<file path="src/rtl/mux2_1_rr_arbiter.sv">
`default_nettype none
`timescale 1ns/1ps
//============================================================================
// Module      : mux2_1_rr_arbiter
// Description : Round-robin arbiter sharing one 2:1 mux datapath between two
//               requesters, with registered grant/selector and a valid/ready
//               output. Optional hold-limit preemption is enabled by defining
//               the macro MUX2_1_ARB_HOLD_LIMIT_EN.
// Revision    : 1.0 - initial release
//============================================================================
module mux2_1_rr_arbiter #(
    parameter int WIDTH    = 8,
    parameter int MAX_HOLD = 4
) (
    input  logic             clk,
    input  logic             rst_n,
    input  logic             req0,
    input  logic             req1,
    input  logic [WIDTH-1:0] data0,
    input  logic [WIDTH-1:0] data1,
    input  logic             out_ready,
    output logic             gnt0,
    output logic             gnt1,
    output logic             selector,
    output logic             out_valid,
    output logic [WIDTH-1:0] out_data
);

    typedef enum logic [1:0] {
        IDLE   = 2'd0,
        GRANT0 = 2'd1,
        GRANT1 = 2'd2
    } state_t;

    state_t r_state;
    state_t w_next_state;
    logic   r_selector;
    logic   w_next_selector;
    logic   r_last_served;
    logic   w_next_last_served;
    logic   w_hold_limit0;
    logic   w_hold_limit1;

`ifdef MUX2_1_ARB_HOLD_LIMIT_EN
    logic [7:0] r_hold_cnt;
    logic       w_xfer;
    logic       w_hold_last;

    assign w_xfer      = out_valid & out_ready;
    // Transfer happening now would be the holder's last allowed one.
    assign w_hold_last = w_xfer && (({1'b0, r_hold_cnt} + 9'd1) == MAX_HOLD[8:0]);
    assign w_hold_limit0 = w_hold_last & req1;
    assign w_hold_limit1 = w_hold_last & req0;
`else
    // Without hold limiting, the ready input and MAX_HOLD have no effect.
    logic w_unused_ready;
    localparam int c_unused_max_hold = MAX_HOLD;
    assign w_unused_ready = out_ready;
    assign w_hold_limit0  = 1'b0;
    assign w_hold_limit1  = 1'b0;
`endif

    assign gnt0      = (r_state == GRANT0);
    assign gnt1      = (r_state == GRANT1);
    assign selector  = r_selector;
    assign out_valid = (gnt0 & req0) | (gnt1 & req1);
    assign out_data  = r_selector ? data1 : data0;

    // Next-state decision: IDLE round-robin, holder drop handoff, hold-limit preemption.
    always_comb begin
        w_next_state       = r_state;
        w_next_last_served = r_last_served;
        unique case (r_state)
            IDLE: begin
                if (req0 && req1) begin
                    w_next_state = r_last_served ? GRANT0 : GRANT1;
                end else if (req0) begin
                    w_next_state = GRANT0;
                end else if (req1) begin
                    w_next_state = GRANT1;
                end
            end
            GRANT0: begin
                // Drop takes precedence over the hold limit.
                if (!req0) begin
                    w_next_state       = req1 ? GRANT1 : IDLE;
                    w_next_last_served = 1'b0;
                end else if (w_hold_limit0) begin
                    w_next_state       = GRANT1;
                    w_next_last_served = 1'b0;
                end
            end
            GRANT1: begin
                if (!req1) begin
                    w_next_state       = req0 ? GRANT0 : IDLE;
                    w_next_last_served = 1'b1;
                end else if (w_hold_limit1) begin
                    w_next_state       = GRANT0;
                    w_next_last_served = 1'b1;
                end
            end
            default: begin
                w_next_state = IDLE;
            end
        endcase
    end

    // Selector follows the grant on the same edge; it keeps its value through IDLE.
    always_comb begin
        w_next_selector = r_selector;
        if (w_next_state == GRANT0) begin
            w_next_selector = 1'b0;
        end else if (w_next_state == GRANT1) begin
            w_next_selector = 1'b1;
        end
    end

    // State, selector and round-robin pointer registers.
    always_ff @(posedge clk or negedge rst_n) begin
        if (!rst_n) begin
            r_state       <= IDLE;
            r_selector    <= 1'b0;
            r_last_served <= 1'b1;
        end else begin
            r_state       <= w_next_state;
            r_selector    <= w_next_selector;
            r_last_served <= w_next_last_served;
        end
    end

`ifdef MUX2_1_ARB_HOLD_LIMIT_EN
    // Consecutive-transfer counter: cleared on any grant change, saturates at MAX_HOLD.
    always_ff @(posedge clk or negedge rst_n) begin
        if (!rst_n) begin
            r_hold_cnt <= 8'd0;
        end else if (w_next_state != r_state) begin
            r_hold_cnt <= 8'd0;
        end else if (w_xfer && (r_hold_cnt != MAX_HOLD[7:0])) begin
            r_hold_cnt <= r_hold_cnt + 8'd1;
        end
    end
`endif

endmodule
`default_nettype wire

</file>
<file path="config.mk">
export PLATFORM = sky130hd
export DESIGN_NAME = mux2_1_rr_arbiter
export DESIGN_NICKNAME = d
export VERILOG_FILES = /design/src/rtl/mux2_1_rr_arbiter.sv
export SDC_FILE = /design/constraint.sdc
export NUM_CORES = 1
export LEC_CHECK = 0
export ABC_AREA = 1
export CELL_PAD_IN_SITES_DETAIL_PLACEMENT = 1
export CELL_PAD_IN_SITES_GLOBAL_PLACEMENT = 2
export CORE_MARGIN = 10
export CORE_UTILIZATION = 14
export DETAILED_ROUTE_END_ITERATION = 12
export PLACE_DENSITY = 0.8
export SLEW_MARGIN = 20
export SYNTH_ARGS = -nofsm -noshare
export SYNTH_HDL_FRONTEND = slang
export SYNTH_SLANG_ARGS = --single-unit
</file>
<file path="constraint.sdc">
create_clock -name clk -period 1.9 [get_ports clk]
set_input_delay 0.19 -clock clk [delete_from_list [all_inputs] [get_ports clk]]
set_output_delay 0.19 -clock clk [all_outputs]
set_load 0.02 [all_outputs]
</file>
==> reports/summary.txt <==
Worst Setup End Kind: primary output
Run status: finished clean
1st-pass router iterations: 4
Post-Synth Adder-Cell Area: 3.51%
Die width: 70.5 um
GPL Wtd Cong: 0.704
Max Clock Freq: 0.543 GHz
Area Overhead vs Synth: 109%
Antenna-violating nets left: 0
Die height: 70.5 um
Final core utilization: 30.3%
Fin crit period: 1.84 ns
Crit path kind: flop to primary output
Ys Warns: 0
Pin count of the biggest net entering global routing: 11
Gr usage total: 6.42%
Fin worst setup slack: 0.0600 ns
Syn Inst Count: 45
Wire per inst: 14.7 um
Core area: 2450 sq um
Global route total overflow: 0
Startpoint types: flop
Final max-slew violation count: 0
Design area: 744 sq um
N_diodes: 0
Synth Area in Simple Gates: 24.2%
Setup TNS: 0 ns
Hold Slack: 0.148 ns
Global-route wire length before repair: 2.55 mm
Synth top area cells: mux2_1 25%, dfrtp_1 21%, nand2_1 9.5%
Nets: 104
RSZ-0062 raised after global routing: no
Post-route DRC: 0
FF+latch count, synth: 4
DIE AREA: 4970 sq um
Tcrit/Tclk final: 96.8%
Number of distinct library cells after synthesis: 17
Multiplexer share of the synthesized area: 25.3%
# setup viols final: 0
Placed Area: 714 sq um
Row count: 18
PortBufs: 31
Largest family of logic cells by synthesized area: multiplexers
Max Cap Viol: 0
Setup Skew: 0.0118 ns
CTS tree: built
CP Data Required Time: 1.71 ns
Worst-margin pin slew: 0.247 ns
CTS Buf Count: 3
CP cell instances: nor2_2, buf_4, clkdlybuf4s50_1
Worst-path maximum fanout: 6
XOR/XNOR Fraction of Synth Area: 0%
DR vias/cell: 4.22
Initial Util: 14.5%
Worst-Skew Late Latency: 0.24 ns
Postcts setup bufs: 0
Pwr Density: 1300 nW/um^2
Lkg Pwr: 0.000330 uW
Synth Net Count: 67
Clock tree buffer depth: 2
Boundary Pins: 33
Worst vdd ir: 0.437 mV
CTS sink cnt: 4
Layout cells sized above 1: 17.3%
Top_reg_cell synth: dfrtp_1
WP data arrival: 1.65 ns
DRT iter0 DRCs: 6
R2R setup slack: 0.45 ns
Top-area cell type share of the netlist area: 25.3%
Via Count: 468
Most area-hungry cell type in the Yosys netlist: mux2_1
Routed WL: 1.64 mm
Synth Area per Inst: 7.92 sq um
Initial antenna violation count: 0
Critical-path top delay cell: clkdlybuf4s50_1
Number of synthesized flops with an enable pin: 0
H-tree depth: 1
Mapped cell area: 357 sq um
Clock root cell: clkbuf_4
Post-Place Setup Slack: 0.148 ns
Critical Path Max Stage Delay: 0.60 ns
Vias in the first global route: 499
HPWL after DPL: 1.45 mm
Synth Area in Compound Gates: 11.9%
Sequential share of the synthesized area: 28.4%
Hold/Removal Path Class: primary input to async pin
Clk slew on worst S/H paths: 0.05 ns
Final hold vios: 0
Asr flop ratio synth: 100%
Slew headroom: 83.5%
==> synthesized netlist by cell type (2+ instances only) <==
cell type,count
a21oi_1,2
dfrtp_1,3
inv_1,3
inv_2,2
mux2_1,8
nand2_1,9
nand2_2,3
nand3_1,2
nor2_1,2
o21ai_1,4
==> path summary, 6_finish.rpt <==
| check | end | startpoint | cells after the start |
|---|---|---|---|
| min | r_state[1]$_DFF_PN0_ | rst_n | 1 |
| min in group clk | r_last_served$_DFFE_PN1P_ | r_last_served$_DFFE_PN1P_ | 2 |
| min reg2reg | r_last_served$_DFFE_PN1P_ | r_last_served$_DFFE_PN1P_ | 2 |
| max reg2reg | selector$_DFFE_PN0P_ | r_state[1]$_DFF_PN0_ | 7 |
| max in group asynchronous | r_last_served$_DFFE_PN1P_ | rst_n | 1 |
| max | gnt0 | r_state[1]$_DFF_PN0_ | 3 |
==> registers in the layout, summed over array words and instances, names as in the netlist <==
| name | count |
|---|---|
| r_last_served | 1 |
| selector | 1 |
| r_state | 2 |
==> repair_timing <==
item | CTS | global route
hold buffers | 0 | 0
pin swaps | 0 | 0
resized for setup | 1 | 1
setup endpoints to repair | 8 | 1
==> placed cells by master (no fill, tap or decap), drive strengths merged <==
| cell | instances |
|---|---|
| nand3 | 3 |
| nor2 | 3 |
| dlymetal6s2s | 1 |
| buf | 2 |
| o21ai | 5 |
| ha | 1 |
| nand2 | 12 |
| o211ai | 1 |
| dfrtp | 3 |
| a21oi | 2 |
| mux2 | 8 |
| inv | 5 |
| clkbuf | 4 |
| clkdlybuf4s50 | 30 |
| dfstp | 1 |
==> cell families after synthesis <==
group           after synthesis
flops                         4
simple gates                 18
buf+inv                       6
compound gates                8
mux                           8
fa+ha+maj                     1
==> routing by layer <==
layer | wire [um] | GRT usage [%] | vias to the layer above
met3 | 144 | 1.98 | 2
met5 | 0 | 0 | -
met4 | 27 | 3.95 | 0
met1 | 712 | 6.34 | 214
met2 | 750 | 11.4 | 28
li1 | - | - | 224
==> final cells by class <==
cell class / count / area [sq um]
clock buffer: 4 / 26.3
fill: 297 / 1710
tap: 30 / 37.5
multi-input combinational: 35 / 231
sequential: 4 / 103
timing repair buffer: 33 / 328
inverter: 5 / 18.8
==> worst max-delay path, delay by kind of cell, from the launching register on <==
| family | cells | cell delay [ns] |
|---|---|---|
| DFF | 1 | 0.45 |
| and+or+nand+nor | 1 | 0.21 |
| buffers and inverters | 2 | 0.75 |
==> power by group <==
part,switching [uW],leakage [uW],internal (uW)
logic,320,0.000269,320
clock network,37.5,0.0000150,79.0
registers,74.3,0.0000460,139
total,431,0.000330,538
==> per-stage QoR <==
stage | power (uW) | std cells
after floorplan | 563 | 45
after global placement | 853 | 107
after detailed placement | 869 | 107
after CTS | 996 | 111
after global routing | 1060 | 111
final | 969 | 111
(Power assumes the default switching activity.)
==> patch (same flow settings) <==
Re-encode `state_t` (3 states) as one-hot, 3 bits wide.
--- a/src/rtl/mux2_1_rr_arbiter.sv
+++ b/src/rtl/mux2_1_rr_arbiter.sv
@@ -28,6 +28,6 @@
 
-    typedef enum logic [1:0] {
-        IDLE   = 2'd0,
-        GRANT0 = 2'd1,
-        GRANT1 = 2'd2
+    typedef enum logic [2:0] {
+        IDLE   = 3'b001,
+        GRANT0 = 3'b010,
+        GRANT1 = 3'b100
     } state_t;
Formal check against the unedited RTL: same outputs for any inputs over 10 cycles, from zero or initial values and one cycle with rst_n low; not proved beyond that.
==> patch against the unedited design <==
Power shrank 5.1%. Die area grew 1.8%. Utilization shrank 0.63 points. Critical path depth shrank 1. Setup slack lost 0.0017 ns. Sequential cell count grew 1. Sequential power grew 17%. Synthesized cell count is the same. Design area shrank 1.2%. Cell count shrank 1.8%. Wire length shrank 0.24%. Synthesized area grew 2.5%. Count of clock-buffer cells in the layout is the same. Critical path type unchanged. Critical endpoint is now out_data[7].
==> patch: results (changes against the unedited design) <==
| Metric | Value |
|---|---|
| RR Startpoint | r_state[0] (was r_state[1]) |
| Share of layout cells above drive strength 1 | 22.8% (was 17.3%) |
| Fin Clk Skew | 0.00251 ns (was 0.0118 ns) |
| Minimum clock period | 1.84 ns (about the same) |
| Clock power frac | 13.5% (was 12.0%) |
| Reg2Reg Depth | 5 (was 7) |
| Via count | 413 (was 468) |
| Multi-input gate area | 200 sq um (was 231 sq um) |
| Signal inverters | 8 (was 5) |
| Combinational power | 0.000545 W (was 0.000639 W) |
| Drt pass-1 iters | 2 (was 4) |
| Clk cell area share | 3.57% (was 3.53%) |
| Netlist cell types | 13 (was 17) |
| Max reg flops | 3 (was 2) |
| Static Leakage | 0.347 nW (was 0.330 nW) |
| CP startpoint | selector (was r_state[1]) |
| Finished Core Util | 29.7% (was 30.3%) |
| Synthesized-area fraction occupied by adder cells | 0% (was 3.51%) |
| GPL Wtd Cong | 0.702 (was 0.704) |
| Detailed Route Iter0 Violations | 2 (was 6) |
| DPL Wire Length | 1480 um (was 1450 um) |
| Clock Sinks | 5 (was 4) |
| Average wire per standard cell | 15.0 um (was 14.7 um) |
| Crit path max fanout | 10 (was 6) |
| Sw frac | 41.8% (was 44.5%) |
| First-pass GRT wire length | 2500 um (was 2550 um) |
| Mux contribution to synthesized area | 24.7% (was 25.3%) |
| Comb_multi_in | 31 (was 35) |
| Peak supply drop | 0.440 mV (was 0.437 mV) |
| Post-Syn Instances | 45 (unchanged) |
| Post-synth top cells | inv_1, mux2_2, nand2_1 (was nand2_1, mux2_1, o21ai_1) |
| Nets | 101 (was 104) |
| Vias in the first global route | 481 (was 499) |
| Syn_nets | 66 (was 67) |
| CP peak stage delay | 0.57 ns (was 0.60 ns) |
| Final non-clock buffer share | 42.5% (was 44.0%) |
| Status | complete, no violations (unchanged) |
| Register area | 129 sq um (was 103 sq um) |
| Pre-CTS WS | 0.113 ns (was 0.148 ns) |
| Register share of total power | 27.3% (was 22.0%) |
| Area after DPL | 706 sq um (was 714 sq um) |
| Top area cells in the synthesized netlist | mux2_2, dfrtp_1, dfstp_2 (was mux2_1, dfrtp_1, nand2_1) |
| Crit path to | out_data[7] (was gnt0) |
-- patch: cell types whose count changed after synthesis, moves of 2 or more --
cell / change
inv_1: +5
inv_2: -2
mux2_1: -8
mux2_2: +8
nand2_2: -2
nand3_1: +2
o21ai_0: +2
o21ai_1: -4
-- patch: logic make-up (layout without fill, tap and decap cells) --
group | Yosys count | after routing
AO/OA/AOI/OAI | 4 | 4
buffers and inverters | 9 | 43
flip-flops | 5 | 5
multiplexers | 8 | 8
AND/OR/NAND/NOR | 19 | 19
-- patch: how the worst min path moves through the flow --
stage          start          to  slack, ns
2_1_floorplan  rst_n  r_state[1]      -0.11
3_3_place_gp   rst_n    selector       0.42
3_5_place_dp   rst_n    selector       0.43
4_1_cts        rst_n  r_state[2]       0.16
5_1_grt        rst_n  r_state[2]       0.17
6_report       rst_n  r_state[2]       0.17
-- patch: metal layers --
layer / global-route usage, % / wire length (um)
met1: 5.75 / 565
met2: 12.8 / 996
met3: 0.837 / 32
met4: 5.81 / 36
met5: 0 / 0
